`src/rtl/uart_link_core.sv`:
```
// Full-duplex UART with TX/RX FIFOs, framing and overrun detection.
// Optional even parity when UART_PARITY_EN is defined.
module uart_link_core #(
  parameter int CLK_FREQ   = 100000000,
  parameter int BAUD_RATE  = 1152000,
  parameter int DATA_BITS  = 8,
  parameter int FIFO_DEPTH = 16
) (
  input  logic                 i_clk,
  input  logic                 i_rst,
  input  logic [DATA_BITS-1:0] i_tx_data,
  input  logic                 i_tx_valid,
  output logic                 o_tx_ready,
  output logic [DATA_BITS-1:0] o_rx_data,
  output logic                 o_rx_valid,
  input  logic                 i_rx_ready,
  output logic                 o_tx_busy,
  output logic                 o_rx_frame_err,
  output logic                 o_rx_overrun,
  output logic                 o_rx_parity_err,
  input  logic                 i_uart_rxd,
  output logic                 o_uart_txd
);
  localparam int DIV  = CLK_FREQ / BAUD_RATE;
  localparam int CW   = $clog2(DIV);
  localparam int AW   = $clog2(FIFO_DEPTH);
  localparam logic [CW-1:0] C_FULL = CW'(DIV - 1);
  localparam logic [CW-1:0] C_HALF = CW'(DIV / 2 - 1);
  localparam logic [3:0]    C_LAST = 4'(DATA_BITS - 1);

`ifdef UART_PARITY_EN
  typedef enum logic [2:0] {S_IDLE, S_START, S_DATA, S_PAR, S_STOP} st_t;
`else
  typedef enum logic [2:0] {S_IDLE, S_START, S_DATA, S_STOP} st_t;
`endif

  logic [DATA_BITS-1:0] r_txm [FIFO_DEPTH];
  logic [DATA_BITS-1:0] r_rxm [FIFO_DEPTH];
  logic [AW:0]          r_txw, r_txr, r_rxw, r_rxr;
  logic w_tx_full, w_tx_empty, w_tx_push, w_tx_pop;
  logic w_rx_full, w_rx_empty, w_rx_push, w_rx_pop;

  st_t                  r_tx_st, w_tx_nxt, r_rx_st, w_rx_nxt;
  logic [CW-1:0]        r_tx_cnt, r_rx_cnt;
  logic [3:0]           r_tx_bit, r_rx_bit;
  logic [DATA_BITS-1:0] r_tx_sh, r_rx_sh;
  logic w_tx_tick, w_rx_tick, w_txd;
  logic r_s1, r_s2, r_s3;
  logic w_rxs, w_rx_fall, w_rx_done, w_par_ok, w_good;
`ifdef UART_PARITY_EN
  logic r_tx_par, r_rx_pbit;
`endif

  assign w_tx_empty = (r_txw == r_txr);
  assign w_tx_full  = (r_txw[AW] != r_txr[AW]) &&
                      (r_txw[AW-1:0] == r_txr[AW-1:0]);
  assign w_rx_empty = (r_rxw == r_rxr);
  assign w_rx_full  = (r_rxw[AW] != r_rxr[AW]) &&
                      (r_rxw[AW-1:0] == r_rxr[AW-1:0]);
  assign w_tx_push  = i_tx_valid & ~w_tx_full;
  assign w_rx_pop   = i_rx_ready & ~w_rx_empty;

  assign o_tx_ready = ~w_tx_full;
  assign o_tx_busy  = ~w_tx_empty | (r_tx_st != S_IDLE);
  assign o_rx_valid = ~w_rx_empty;
  assign o_rx_data  = w_rx_empty ? '0 : r_rxm[r_rxr[AW-1:0]];
  assign o_uart_txd = w_txd;

  // FIFO pointer registers for both directions
  always_ff @(posedge i_clk or posedge i_rst) begin
    if (i_rst) begin
      r_txw <= '0;
      r_txr <= '0;
      r_rxw <= '0;
      r_rxr <= '0;
    end else begin
      if (w_tx_push) r_txw <= r_txw + (AW+1)'(1);
      if (w_tx_pop)  r_txr <= r_txr + (AW+1)'(1);
      if (w_rx_push) r_rxw <= r_rxw + (AW+1)'(1);
      if (w_rx_pop)  r_rxr <= r_rxr + (AW+1)'(1);
    end
  end

  // FIFO storage, written at the tail pointer
  always_ff @(posedge i_clk) begin
    if (w_tx_push) r_txm[r_txw[AW-1:0]] <= i_tx_data;
    if (w_rx_push) r_rxm[r_rxw[AW-1:0]] <= r_rx_sh;
  end

  assign w_tx_tick = (r_tx_cnt == '0);

  // TX state register
  always_ff @(posedge i_clk or posedge i_rst) begin
    if (i_rst) r_tx_st <= S_IDLE;
    else       r_tx_st <= w_tx_nxt;
  end

  // TX next state; STOP chains straight into START when data is queued
  always_comb begin
    w_tx_nxt = r_tx_st;
    w_tx_pop = 1'b0;
    case (r_tx_st)
      S_IDLE:  if (!w_tx_empty) begin
                 w_tx_pop = 1'b1;
                 w_tx_nxt = S_START;
               end
      S_START: if (w_tx_tick) w_tx_nxt = S_DATA;
`ifdef UART_PARITY_EN
      S_DATA:  if (w_tx_tick && r_tx_bit == C_LAST) w_tx_nxt = S_PAR;
      S_PAR:   if (w_tx_tick) w_tx_nxt = S_STOP;
`else
      S_DATA:  if (w_tx_tick && r_tx_bit == C_LAST) w_tx_nxt = S_STOP;
`endif
      S_STOP:  if (w_tx_tick) begin
                 if (!w_tx_empty) begin
                   w_tx_pop = 1'b1;
                   w_tx_nxt = S_START;
                 end else begin
                   w_tx_nxt = S_IDLE;
                 end
               end
      default: w_tx_nxt = S_IDLE;
    endcase
  end

  // TX bit timer and shift register
  always_ff @(posedge i_clk or posedge i_rst) begin
    if (i_rst) begin
      r_tx_cnt <= C_FULL;
      r_tx_bit <= '0;
      r_tx_sh  <= '0;
`ifdef UART_PARITY_EN
      r_tx_par <= 1'b0;
`endif
    end else begin
      if (r_tx_st == S_IDLE || w_tx_tick) r_tx_cnt <= C_FULL;
      else                                r_tx_cnt <= r_tx_cnt - CW'(1);
      if (w_tx_pop) begin
        r_tx_sh  <= r_txm[r_txr[AW-1:0]];
        r_tx_bit <= '0;
`ifdef UART_PARITY_EN
        r_tx_par <= ^r_txm[r_txr[AW-1:0]];
`endif
      end else if (r_tx_st == S_DATA && w_tx_tick) begin
        r_tx_sh  <= r_tx_sh >> 1;
        r_tx_bit <= r_tx_bit + 4'd1;
      end
    end
  end

  // Line level decoded from TX state; idle and reset give a high line
  always_comb begin
    w_txd = 1'b1;
    case (r_tx_st)
      S_START: w_txd = 1'b0;
      S_DATA:  w_txd = r_tx_sh[0];
`ifdef UART_PARITY_EN
      S_PAR:   w_txd = r_tx_par;
`endif
      default: w_txd = 1'b1;
    endcase
  end

  // Two-flop synchroniser plus one delay stage for edge detection
  always_ff @(posedge i_clk or posedge i_rst) begin
    if (i_rst) begin
      r_s1 <= 1'b1;
      r_s2 <= 1'b1;
      r_s3 <= 1'b1;
    end else begin
      r_s1 <= i_uart_rxd;
      r_s2 <= r_s1;
      r_s3 <= r_s2;
    end
  end

  assign w_rxs     = r_s2;
  assign w_rx_fall = r_s3 & ~r_s2;
  assign w_rx_tick = (r_rx_cnt == '0);

  // RX state register
  always_ff @(posedge i_clk or posedge i_rst) begin
    if (i_rst) r_rx_st <= S_IDLE;
    else       r_rx_st <= w_rx_nxt;
  end

  // RX next state; a high start resample is treated as a glitch
  always_comb begin
    w_rx_nxt  = r_rx_st;
    w_rx_done = 1'b0;
    case (r_rx_st)
      S_IDLE:  if (w_rx_fall) w_rx_nxt = S_START;
      S_START: if (w_rx_tick) w_rx_nxt = w_rxs ? S_IDLE : S_DATA;
`ifdef UART_PARITY_EN
      S_DATA:  if (w_rx_tick && r_rx_bit == C_LAST) w_rx_nxt = S_PAR;
      S_PAR:   if (w_rx_tick) w_rx_nxt = S_STOP;
`else
      S_DATA:  if (w_rx_tick && r_rx_bit == C_LAST) w_rx_nxt = S_STOP;
`endif
      S_STOP:  if (w_rx_tick) begin
                 w_rx_done = 1'b1;
                 w_rx_nxt  = S_IDLE;
               end
      default: w_rx_nxt = S_IDLE;
    endcase
  end

  // RX timer (half period to mid start bit) and sampling shift register
  always_ff @(posedge i_clk or posedge i_rst) begin
    if (i_rst) begin
      r_rx_cnt  <= C_HALF;
      r_rx_bit  <= '0;
      r_rx_sh   <= '0;
`ifdef UART_PARITY_EN
      r_rx_pbit <= 1'b0;
`endif
    end else begin
      if (r_rx_st == S_IDLE) r_rx_cnt <= C_HALF;
      else if (w_rx_tick)    r_rx_cnt <= C_FULL;
      else                   r_rx_cnt <= r_rx_cnt - CW'(1);
      if (r_rx_st == S_START) begin
        r_rx_bit <= '0;
      end else if (r_rx_st == S_DATA && w_rx_tick) begin
        r_rx_sh  <= {w_rxs, r_rx_sh[DATA_BITS-1:1]};
        r_rx_bit <= r_rx_bit + 4'd1;
      end
`ifdef UART_PARITY_EN
      if (r_rx_st == S_PAR && w_rx_tick) r_rx_pbit <= w_rxs;
`endif
    end
  end

`ifdef UART_PARITY_EN
  assign w_par_ok = (r_rx_pbit == ^r_rx_sh);
`else
  assign w_par_ok = 1'b1;
`endif

  assign w_good          = w_rx_done & w_rxs & w_par_ok;
  assign w_rx_push       = w_good & (~w_rx_full | w_rx_pop);
  assign o_rx_overrun    = w_good & w_rx_full & ~w_rx_pop;
  assign o_rx_frame_err  = w_rx_done & ~w_rxs;
  assign o_rx_parity_err = w_rx_done & ~w_par_ok;

endmodule
```
`config.mk`:
```
export PLATFORM = sky130hd
export DESIGN_NAME = uart_link_core
export DESIGN_NICKNAME = d
export VERILOG_FILES = /design/src/rtl/uart_link_core.sv
export SDC_FILE = /design/constraint.sdc
export NUM_CORES = 1
export LEC_CHECK = 0
export ABC_CLOCK_PERIOD_IN_PS = 4070
export BUFFER_PORTS_ARGS = -buffer_cell sky130_fd_sc_hd__buf_2
export CAP_MARGIN = 15
export CELL_PAD_IN_SITES_DETAIL_PLACEMENT = 1
export CELL_PAD_IN_SITES_GLOBAL_PLACEMENT = 2
export CORE_UTILIZATION = 41
export CTS_BUF_LIST = sky130_fd_sc_hd__clkbuf_4 sky130_fd_sc_hd__clkbuf_8
export DETAILED_ROUTE_END_ITERATION = 10
export PLACE_DENSITY_LB_ADDON = 0.15
export SLEW_MARGIN = 10
export SYNTH_ARGS = -nofsm -noshare
export SYNTH_HDL_FRONTEND = slang
export SYNTH_SLANG_ARGS = --single-unit
export TNS_END_PERCENT = 30
```
`constraint.sdc`:
```
create_clock -name i_clk -period 4.07 [get_ports i_clk]
set_clock_uncertainty 0.05 [all_clocks]
set_input_delay 0 -clock i_clk [delete_from_list [all_inputs] [get_ports i_clk]]
set_output_delay 0 -clock i_clk [all_outputs]
set_load 0.02 [all_outputs]
```
==> run metrics <==
# H-tree levels 2; Final ANT Viol Nets 0; main flop type after synthesis edfxtp_1; ANT cells 0; hold endpoint r_s2; met3 WL around 1000 µm; first-pass GRT wire length between 40000 and 50000 µm; Worst setup SP type flop; Final nets approximately 860; worst hold stages 0; synthesized area per cell between 15 and 20 µm²; top-area cell type share of the netlist area between 50% and 60%; Async S/R FF share, synth approximately 20%; Total Neg Setup Slack 0 ns; initial antenna violation count 0; max_slew headroom ~47%; DPL Wire Length about 18000 µm; post-synthesis to final-layout area growth 14.06%; I/O Buffers 26; GRT Util Overall 17.86%; outcome completed; pin count of the biggest net entering global routing 46; Overflow after GRT 0; EDFF count, synth 256; HP Class flop to flop; DRC errors left 0; part of the Yosys area used for sequential elements between 70% and 80%; compound-gate portion of the synthesized area roughly 4.1%; initial DRC count between 300 and 400; post-synthesis mux area share 13.18%; die height about 180 µm; post-CTS sizing 0; post-synthesis register bit count between 300 and 400; Reg2Reg Capture Point r_txm[14][1]; DR WL/cell ~22 µm; fmax around 340 MHz; clock root cell clkbuf_8; First-pass DRT Iterations 4; cell taking the most area after synthesis edfxtp_1; leakage power around 5.3 nW; Placed Cells between 1000 and 1500; synthesized area approximately 13000 µm²; Die X between 150 and 200 µm; CTS tree built; Synth Area in Adders 1.893%; # setup viols final 0; Crit. End Element output pin; DRT Wirelength 28320 µm; CTS Sinks between 300 and 400; CP max FO 23; Placeable Area 31640 µm²; Total Die Area 32970 µm²; Ports 28; most frequent cells in the layout 256 x edfxtp_1, 63 x mux4_2, 59 x clkbuf_8, 53 x dfrtp_1, 31 x nand2_1; ratio of final minimum period to clock period around three quarters; Rows between 60 and 70; Net Count, Synth between 700 and 800; synth unique cells 50; met1 WL around 12000 µm; clk_lat worst skew approximately 0.56 ns; vias per cell about 5.4; Pwr Density 641.3 nW/µm²; Synthesis Warnings 0; Starting Density about two fifths; Post-Synth Simple-Gate Area approximately 5.6%; via count 6787; uppermost layer routed met4; vias in the first global route between 7000 and 8000; Peak VDD IR 315.9 µV; final slew viol count 0; Worst Path Arrival ~3 ns; Worst Max-Slew Pin Slew 0.7869 ns; post-route insts no fill 1267; max_cap viols 0; Worst-path clk slew ~0.060 ns; Syn Inst Count about 750; routed wl met2 ~15000 µm; fill count roughly 3000; Final Hold Fails 0; largest family of logic cells by synthesized area multiplexers; cells on worst reg2reg path 5; Setup CP Type flop to output pin; synth top area cells edfxtp_1 58%, mux4_2 11%, dfrtp_1 10%; Tmin final between 2 and 3 ns; most common cell after layout, fill and taps aside edfxtp_1; reg2reg setup slack ~1.4 ns; Reg2Reg Launch Point r_txw[3]; Inserted Clock Buffers between 50 and 60; share of layout cells above drive strength 1 27.51%; Critical Path RT ~4.0 ns; hold path start r_s1; Synth Area in XOR/XNOR about 2.5%; GP Congestion 0.7372; CTS max path bufs 3; RSZ-0062 raised after global routing false
[what timing repair did]
item	in CTS	in global routing
hold buffers	14	0
setup buffers	0	0
hold endpoints to repair	159	0
[metal layers]
layer	GRT usage (%)	up-vias
met2	32.60	123
met1	21.73	3528
li1	-	3086
met4	4.881	0
met5	0	-
met3	3.089	50
[logic make-up (layout without fill, tap and decap cells)]
| family | count (synthesis) | count (layout) |
|---|---|---|
| flip-flops | 321 | 321 |
| XOR/XNOR | 38 | 38 |
| AND/OR/NAND/NOR | 139 | 139 |
| adder cells (fa/ha/maj) | 20 | 20 |
| multiplexers | 93 | 93 |
| buffers and inverters | 63 | 177 |
| other | 1 | 1 |
| AO/OA/AOI/OAI | 76 | 76 |
[registers in the layout, indices dropped and copies added, names as in the netlist, 2 cells and up]
register  count
r_tx_cnt      7
r_tx_sh       8
r_tx_bit      4
r_rx_st       2
r_rxm       128
r_txm       128
r_rx_sh       8
r_rxr         5
r_rxw         5
r_rx_cnt      7
r_txw         5
r_tx_st       2
r_txr         5
r_rx_bit      4
[report_power, final]
group	internal, mW	total [mW]	leakage, nW	switching [mW]
Sequential	3.88	4.20	3.09	0.325
Clock	1.75	3.01	0.612	1.26
Combinational	1.09	2.46	1.58	1.38
Total	6.71	9.67	5.28	2.96
[cell usage after synthesis, drive strengths merged, types with 2 or more instances]
master and n:
a2111oi 3, a211oi 17, a21boi 2, a21oi 13
a22oi 14, a311oi 2, a31oi 8, and2 3
and3 19, buf 24, clkbuf 17, dfrtp 55
dfstp 10, edfxtp 256, ha 20, inv 22
mux2 19, mux2i 11, mux4 63, nand2 31
nand3 8, nand4 8, nor2 30, nor2b 15
nor3 11, nor4 7, o21ai 9, o22ai 3
or3 2, xnor2 21, xor2 17
[metrics by stage]
step                      hold slack [ns]  utilization (%)  worst slack (ns)  total power, mW  area (µm²)
after floorplan                  -0.04552                -             1.576            6.091       13220
after global placement           -0.01952            43.60             1.452            6.696       13790
after detailed placement        -0.003560            43.60             1.346            6.805       13790
after CTS                          0.3004            47.67            0.9907            9.848       15080
after global routing               0.2982            47.67            0.8154            10.20       15080
final                              0.2998            47.67             1.095            9.671       15080
[worst max path at each step]
stage | start | to | slack, ns | cells after the start
2_1_floorplan | r_rx_cnt[0] | r_rxm[3][0] | 1.58 | 8
3_3_place_gp | r_txw[3] | r_txm[13][2] | 1.45 | 5
3_5_place_dp | r_txw[3] | r_txm[14][5] | 1.35 | 5
4_1_cts | r_rxr[0] | o_rx_data[6] | 0.99 | 5
5_1_grt | r_rxr[0] | o_rx_data[7] | 0.82 | 6
6_report | r_rxr[0] | o_rx_data[6] | 1.09 | 5
[worst max-delay path: stages (launching register included)]
cell	delay, ns
dfrtp_2	0.66
buf_4	0.50
mux4_2	0.59
mux2i_1	0.28
a211oi_1	0.13
buf_2	0.21
[final cells by class]
| type | instances | area (µm²) | share of cell area, % |
|---|---|---|---|
| inverters | 22 | 82.58 | 0.5476 |
| well taps | 402 | 503.0 | 3.335 |
| multi-input cells | 367 | 3621 | 24.01 |
| flip-flops and latches | 321 | 9329 | 61.86 |
| clock inverters | 21 | 200.2 | 1.327 |
| repair buffers | 57 | 397.9 | 2.638 |
| clock buffers | 77 | 947.2 | 6.281 |
No activity file was read; power rests on OpenSTA's default activity.
